`src/rtl/alu_issue_unit.sv`:
```
// Sequential issue front end for the 8-bit combinational ALU: accepts one instruction, repeats it count+1 times on the accumulator.
// Optional carry_flag output is enabled by defining ALU_ISSUE_CARRY_EN.
module alu_issue_unit #(
  parameter int WIDTH = 8,
  parameter int CNT_W = 3
) (
  input  logic             clk,
  input  logic             rst_n,
  input  logic             instr_valid,
  output logic             instr_ready,
  input  logic [3:0]       instr_op,
  input  logic [WIDTH-1:0] instr_operand,
  input  logic [CNT_W-1:0] instr_count,
  input  logic             instr_load,
  output logic [WIDTH-1:0] alu_a,
  output logic [WIDTH-1:0] alu_b,
  output logic [3:0]       alu_opcode,
  input  logic [WIDTH-1:0] alu_y,
  output logic [WIDTH-1:0] acc,
  output logic             zero_flag,
  output logic             busy,
  output logic             done_valid
`ifdef ALU_ISSUE_CARRY_EN
  ,
  output logic             carry_flag
`endif
);

  typedef enum logic [1:0] {
    S_IDLE = 2'd0,
    S_RUN  = 2'd1,
    S_DONE = 2'd2
  } state_t;

  state_t           state;
  logic [3:0]       op_reg;
  logic [WIDTH-1:0] operand_reg;
  logic [CNT_W-1:0] rem;

  assign alu_a       = acc;
  assign alu_b       = operand_reg;
  assign alu_opcode  = op_reg;
  assign instr_ready = (state == S_IDLE);
  assign busy        = (state == S_RUN) || (state == S_DONE);

`ifdef ALU_ISSUE_CARRY_EN
  logic [WIDTH:0] add_ext;
  logic           carry_next;

  assign add_ext = {1'b0, acc} + {1'b0, operand_reg};

  always_comb begin
    carry_next = 1'b0;
    case (op_reg)
      4'b0000: carry_next = add_ext[WIDTH];
      4'b0001: carry_next = (acc < operand_reg);
      4'b1010: carry_next = (acc == '0);
      default: carry_next = 1'b0;
    endcase
  end
`endif

  always_ff @(posedge clk or negedge rst_n) begin
    if (!rst_n) begin
      state       <= S_IDLE;
      acc         <= '0;
      op_reg      <= '0;
      operand_reg <= '0;
      rem         <= '0;
      zero_flag   <= 1'b1;
      done_valid  <= 1'b0;
`ifdef ALU_ISSUE_CARRY_EN
      carry_flag  <= 1'b0;
`endif
    end else begin
      case (state)
        S_IDLE: begin
          done_valid <= 1'b0;
          if (instr_valid) begin
            op_reg      <= instr_op;
            operand_reg <= instr_operand;
            rem         <= instr_count;
            if (instr_load) begin
              acc        <= instr_operand;
              zero_flag  <= (instr_operand == '0);
              done_valid <= 1'b1;
              state      <= S_DONE;
`ifdef ALU_ISSUE_CARRY_EN
              carry_flag <= 1'b0;
`endif
            end else begin
              state <= S_RUN;
            end
          end
        end
        S_RUN: begin
          acc       <= alu_y;
          zero_flag <= (alu_y == '0);
`ifdef ALU_ISSUE_CARRY_EN
          carry_flag <= carry_next;
`endif
          // The last step is the one taken with rem==0, so rem never wraps.
          if (rem == '0) begin
            done_valid <= 1'b1;
            state      <= S_DONE;
          end else begin
            rem <= rem - 1'b1;
          end
        end
        S_DONE: begin
          done_valid <= 1'b0;
          state      <= S_IDLE;
        end
        default: begin
          done_valid <= 1'b0;
          state      <= S_IDLE;
        end
      endcase
    end
  end

endmodule

```
`config.mk`:
```
export PLATFORM = sky130hd
export DESIGN_NAME = alu_issue_unit
export DESIGN_NICKNAME = d
export VERILOG_FILES = /design/src/rtl/alu_issue_unit.sv
export SDC_FILE = /design/constraint.sdc
export NUM_CORES = 1
export LEC_CHECK = 0
export BUFFER_PORTS_ARGS = -buffer_cell sky130_fd_sc_hd__buf_2
export CAP_MARGIN = 20
export CORE_MARGIN = 5
export CORE_UTILIZATION = 43
export CTS_CLUSTER_DIAMETER = 120
export CTS_CLUSTER_SIZE = 12
export DETAILED_ROUTE_END_ITERATION = 7
export HOLD_SLACK_MARGIN = 0.08
export PLACE_DENSITY = 0.75
export SETUP_SLACK_MARGIN = 0.3
export SLEW_MARGIN = 20
export SYNTH_ARGS = -nofsm -noshare
export SYNTH_HDL_FRONTEND = slang
export SYNTH_SLANG_ARGS = --single-unit
```
`constraint.sdc`:
```
create_clock -name clk -period 1.5 [get_ports clk]
set_clock_uncertainty 0.05 [all_clocks]
set_input_delay 0.3 -clock clk [delete_from_list [all_inputs] [get_ports clk]]
set_output_delay 0.3 -clock clk [all_outputs]
set_load 0.02 [all_outputs]
```
==> results of run 1 <==
[cells by family (layout without fill, tap and decap cells)]
logic type,count (synthesis),after routing,synth area share [%]
AOI/OAI and AO/OA,22,23,9.69
adders and majority gates,6,6,4.97
buffers and inverters,23,125,9.44
DFF,27,27,44.8
muxes,24,24,19.4
and+or+nand+nor,30,31,11.7
[worst max-delay path: cells and delay by family, from the launching register on]
kind | cells | cell delay [ns]
DFF | 1 | 0.45
buffers and inverters | 4 | 0.47
muxes | 1 | 0.26
AOI/OAI and AO/OA | 1 | 0.12
adders and majority gates | 1 | 0.17
[layer usage]
| metal | GRT usage [%] | up-vias |
|---|---|---|
| li1 | - | 674 |
| met1 | 21.6 | 775 |
| met2 | 37.5 | 103 |
| met3 | 4.78 | 29 |
| met4 | 7.81 | 0 |
| met5 | 0 | - |
[final timing paths]
kind                       slack (ns)             to           from  depth (start not counted)
max in group asynchronous        0.55       alu_b[5]          rst_n                          2
min in group asynchronous        0.45         acc[0]          rst_n                          2
hold reg to reg                  0.50  alu_opcode[1]  alu_opcode[1]                          1
setup reg to reg                -0.15         acc[1]       state[1]                          7
hold / removal                   0.14  alu_opcode[1]    instr_op[1]                          2
setup / recovery                -0.15         acc[1]       state[1]                          7
[cells in the final DEF, fill, tap and decap left out, drive strengths merged]
cell and count:
and3 2, a31oi 2, buf 111, or3b 1, o21ai 4, and3b 1, a2111oi 1, mux2 12
o2bb2ai 1, a21oi 11, o211ai 1, nor3b 1, mux2i 12, nor2 3, o21bai 1, nor4 2
nor2b 4, nand2 1, clkbuf 4, nor3 10, o221ai 1, dfstp 1, nand2b 2, dfrtp 26
dlygate4sd3 1, a221oi 1, ha 6, inv 9, nand3 4
[state kept, by name (all words and copies together), names as in the netlist]
| name | count |
|---|---|
| acc | 8 |
| alu_b | 8 |
| alu_opcode | 4 |
| done_valid | 1 |
| rem | 3 |
| state | 2 |
| zero_flag | 1 |
[what timing repair did]
item | CTS | global route
resized for setup | 91 | 12
hold endpoints to repair | 26 | 0
endpoints found under the setup margin | 59 | 59
setup buffers | 29 | 18
gates cloned | 4 | 0
hold buffers | 1 | 0
pin swaps | 9 | 7
[power by group through the flow]
stage               logic (mW)  clock network [mW]  registers [mW]
global route              4.72               0.368            1.46
floorplan                 1.61                   0            1.69
global placement          2.46                   0            1.31
detailed placement        2.53                   0            1.34
finish                    4.52               0.342            1.44
CTS                       3.91               0.320            1.38
[cell type report]
| class | count | area share (%) |
|---|---|---|
| clock buffers | 4 | 0.946 |
| inverters | 9 | 1.31 |
| multi-input cells | 84 | 34.8 |
| flip-flops and latches | 27 | 24.4 |
| well taps | 46 | 2.07 |
| repair buffers | 112 | 36.5 |
[metrics by stage]
| step | area, sq um | total power [mW] | utilization, % | setup TNS, ns |
|---|---|---|---|---|
| floorplan | 1640 | 3.30 | - | 0 |
| global placement | 1910 | 3.77 | 56.7 | 0 |
| detailed placement | 1910 | 3.87 | 56.7 | -0.670 |
| CTS | 2590 | 5.62 | 76.9 | -0.350 |
| global route | 2780 | 6.54 | 82.6 | -2.56 |
| finish | 2780 | 6.30 | 82.6 | -1.70 |
==> flow_metrics.tcl, run 1 <==
set metrics [dict create \
    ys_types 34 \
    fillers 159 \
    cts_sinks 27 \
    setup_viol 17 \
    dp_hpwl_um 2840 \
    grt_pass1_wl_um 7820 \
    rsz0062_at_grt "true" \
    grt-ovfl-total 0 \
    final_nets 270 \
    maxSlewHeadroom_pct 58.2 \
    place_inst 226 \
    ys_warn_count 0 \
    crit_chain "inv_4, buf_6, ha_4, buf_4, buf_6, mux2i_1, a21oi_1" \
    p_int_mw 3.70 \
    max_slew.worst_pin.slew_ns 0.627 \
    critPathLaunchType "register" \
    period_minus_slack_ns 1.65 \
    ys_seq_elements 27 \
    port_buffers 58 \
    end_kind "register" \
    switching_power_mw 2.60 \
    hold_path.class "in -> reg" \
    boundaryPins 59 \
    clockBufferDepth 2 \
    timing.final.ws_setup_ns -0.151 \
    htreeDepth 1 \
    path_common_cell "buf_6" \
    power_frac_comb_pct 71.8 \
    dr.max_layer_used "met4" \
    wire_per_inst_um 22.0 \
    core_sq_um 3360 \
    gp_congestion 0.780 \
    drive_above_1_share_pct 70.3 \
    drtPass1Iterations 4 \
    async_reset_ff_share_pct 100 \
    slowest_delay_ns 0.45 \
    path_max_fanout 8 \
    avgSynthCellArea_sq_um 11.4 \
    seqPwrFrac_pct 22.8 \
    crit_arrival_ns 1.83 \
    wl_met2_um 3150 \
    first_global_vias 1579 \
    antenna_found_initial 0 \
    seq_area_frac_synth_pct 44.8 \
    synth_top_area_cell "dfrtp_1" \
    wl_met1_um 2310 \
    cts_buffers 3 \
    post-synth-top-count-cell "dfrtp_1" \
    critPathRequiredTime_ns 1.67 \
    p_clk_share_pct 5.4 \
    synth_edf_count 0 \
    ir_drop_mv 1.07 \
    leakagePower_nw 1.28 \
    layout.cells.non_filler 282 \
    wl_um 6190 \
    pre_cts_ws_ns -0.0802 \
    timing.fmax_ghz 0.606 \
    outcome "finished, violations left" \
    p_per_area_nw_per_um2 2270 \
    vias_per_cell 5.61 \
    tritoncts "done" \
    clock_latency_ns 0.34 \
    start_util_pct 44.9 \
    seqCellArea_sq_um 677 \
    row_count 21 \
    synth_common_cells "26 x dfrtp_1, 12 x mux2i_1, 10 x a21oi_1, 10 x mux2_4, 10 x nor3_1" \
    drv_cap 0 \
    p_sw_share_pct 41.2 \
    path_clk_slew_ns 0.16 \
    synth_top_area_share_pct 43.1 \
    synth_nets 165 \
    fin_hold_ws_ns 0.135 \
    die_area_sq_um 4800 \
    initialDrtViolationCount 141 \
    syn_area_sq_um 1510 \
    finalHoldViolCount 0 \
    synth_cells 132 \
    grt_start_max_net_pins 28 \
    grt.total_usage_pct 20.1 \
    syn2layout_area_growth_pct 83.9 \
    multiInputGateArea_sq_um 966 \
    synth_area_leaders "dfrtp_1 43%, mux2_4 9.9%, mux2i_1 8.0%, ha_1 5.0%, buf_4 4.0%" \
    drc 0 \
    met3WireLength_um 469 \
    path_class "reg -> reg" \
    chipWidth_um 69.3 \
    clockRootBuffer "clkbuf_4" \
    ant_nets 0 \
    antennaDiodeCount 0 \
    fp.dieH_um 69.3 \
    cp_slowest_cell "dfrtp_1" \
    synthFlopType "dfrtp_1" \
    min_period_over_period_pct 110 \
    report.final.slew_viol_count 0 \
    vias 1581 \
    violations "negative setup slack" \
]
(Power assumes the default switching activity.)
==> run 2: changes to the inputs <==
--- a/config.mk
+++ b/config.mk
@@ -14,2 +14,3 @@
 export DETAILED_ROUTE_END_ITERATION = 7
+export GPL_TIMING_DRIVEN = 0
 export HOLD_SLACK_MARGIN = 0.08
==> constraint.sdc (replaced) <==
create_clock -name clk -period 1.5 [get_ports clk]
set_clock_uncertainty 0.05 [all_clocks]
set_input_delay 0 -clock clk [delete_from_list [all_inputs] [get_ports clk]]
set_output_delay 0 -clock clk [all_outputs]
set_load 0.02 [all_outputs]
==> flow_metrics.tcl, run 2 (synthesis results as in run 1) <==
set metrics [dict create \
    outcome "finished, violations left" \
    violations "negative setup slack" \
    die_area_sq_um 4800 \
    fp.dieH_um 69.3 \
    ir_drop_mv 1.05 \
    initialDrtViolationCount 107 \
    critPathLaunchType "register" \
    critPathRequiredTime_ns 1.71 \
    fillers 185 \
    p_per_area_nw_per_um2 2010 \
    post-route-util_pct 82.1 \
    cts_sinks 27 \
    cp_slowest_cell "dfrtp_2" \
    leakagePower_nw 1.23 \
    clockBufferDepth 2 \
    syn2layout_area_growth_pct 82.8 \
    vias_per_cell 5.39 \
    dp_hpwl_um 2990 \
    max_slew.worst_pin.slew_ns 0.630 \
    drtPass1Iterations 4 \
    hold_path.class "in -> async" \
    placed_cell_area_sq_um 1990 \
    wl_um 5910 \
    cts_buffers 3 \
    path_class "reg -> reg" \
    path_depth 6 \
    drc 0 \
    antennaDiodeCount 0 \
    grt_pass1_wl_um 8230 \
    tritoncts "done" \
    htreeDepth 1 \
    row_count 21 \
    timing.final.ws_setup_ns -0.0957 \
    crit_family "flip-flops" \
    finalHoldViolCount 0 \
    rsz0062_at_grt "true" \
    first_global_vias 1628 \
    core_sq_um 3360 \
    ant_nets 0 \
    grt-ovfl-total 0 \
    drv_cap 0 \
    layout_commonest_cell "buf_2" \
    slowest_delay_ns 0.48 \
    start_util_pct 44.9 \
    crit_arrival_ns 1.81 \
    clock_latency_ns 0.32 \
    drive_above_1_share_pct 63.9 \
    crit_chain "buf_12, ha_4, buf_6, nand2b_4, a2111oi_4, o21bai_4" \
    path_clk_slew_ns 0.15 \
    worst-path-buf-inv 2 \
    grt_start_max_net_pins 28 \
    pre_cts_ws_ns -0.0653 \
    p_total_mw 5.53 \
    boundaryPins 59 \
    clockRootBuffer "clkbuf_4" \
    timing.fmax_ghz 0.627 \
    antenna_found_initial 0 \
    gp_congestion 0.775 \
    path_max_fanout 4 \
    reg2regPathDepth 6 \
    report.final.slew_viol_count 0 \
    setup_viol 13 \
    end_kind "register" \
    design_area_sq_um 2760 \
    layout.cells.non_filler 284 \
    period_minus_slack_ns 1.60 \
    final_cell_mix "56 x buf_2, 26 x dlygate4sd3_1, 25 x dfrtp_1" \
    maxSlewHeadroom_pct 58.0 \
    min_period_over_period_pct 106 \
    chipWidth_um 69.3 \
    final_nets 272 \
    place_inst 236 \
    wire_per_inst_um 20.8 \
    grt.total_usage_pct 21.4 \
    vias 1531 \
    port_buffers 58 \
]
-- run 2: cell types whose count changed in the layout (fill, tap and decap cells not counted), sizes merged --
cell | before | now
dlygate4sd3 | 1 | 26
buf | 111 | 87
clkbuf | 4 | 6
and3 | 2 | 1
-- run 2: where the power goes --
group / switching (mW) / total (mW) / leakage, nW / internal, mW
logic: 1.92 / 3.81 / 0.900 / 1.89
registers: 0.314 / 1.41 / 0.312 / 1.09
clock network: 0.219 / 0.323 / 0.0150 / 0.104
total: 2.45 / 5.53 / 1.23 / 3.08
-- run 2: per-stage QoR --
step | hold WS [ns] | TNS [ns]
3_3_place_gp | -0.0182 | -0.00269
5_1_grt | 0.182 | -1.78
3_5_place_dp | -0.00685 | -0.621
2_1_floorplan | -0.346 | 0
6_report | 0.157 | -0.641
4_1_cts | 0.174 | -0.0527
-- run 2: layout make-up --
| cell class | count | area (sq um) | share of cell area, % |
|---|---|---|---|
| tap | 46 | 57.6 | 2.09 |
| inverter | 9 | 38.8 | 1.41 |
| multi-input combinational | 83 | 1040 | 37.8 |
| clock buffer | 4 | 26.3 | 0.952 |
| sequential | 27 | 678 | 24.6 |
| timing repair buffer | 101 | 766 | 27.7 |
| buffer | 14 | 151 | 5.49 |
-- run 2: final timing paths --
| check | to | start | slack [ns] |
|---|---|---|---|
| max reg2reg | rem[0] | state[0] | -0.1 |
| min in group clk | alu_opcode[1] | instr_op[1] | 0.39 |
| min | alu_b[3] | rst_n | 0.16 |
| max in group asynchronous | state[0] | rst_n | 0.80 |
| max | rem[0] | state[0] | -0.1 |
| min reg2reg | alu_opcode[1] | alu_opcode[1] | 0.47 |
-- run 2: worst register-to-register path: stages (launching register included) --
cell and delay [ns]:
dfrtp_2 0.48, buf_12 0.14, ha_4 0.14, buf_6 0.12, nand2b_4 0.17, a2111oi_4 0.28, o21bai_4 0.17
-- run 2: timing repair --
action	4_1_cts	5_1_grt
hold buffers	26	0
resized for setup	30	24
pin swaps	5	6
gates cloned	1	3
endpoints found under the hold margin	54	0
setup endpoints to repair	29	29
setup buffers	9	5
-- run 2: per-layer routing --
metal | up-vias | share of wire, % | track usage (%)
li1 | 677 | - | -
met1 | 746 | 35 | 22.0
met2 | 84 | 53 | 41.0
met3 | 24 | 6.5 | 4.35
met4 | 0 | 4.8 | 9.76
met5 | - | 0 | 0
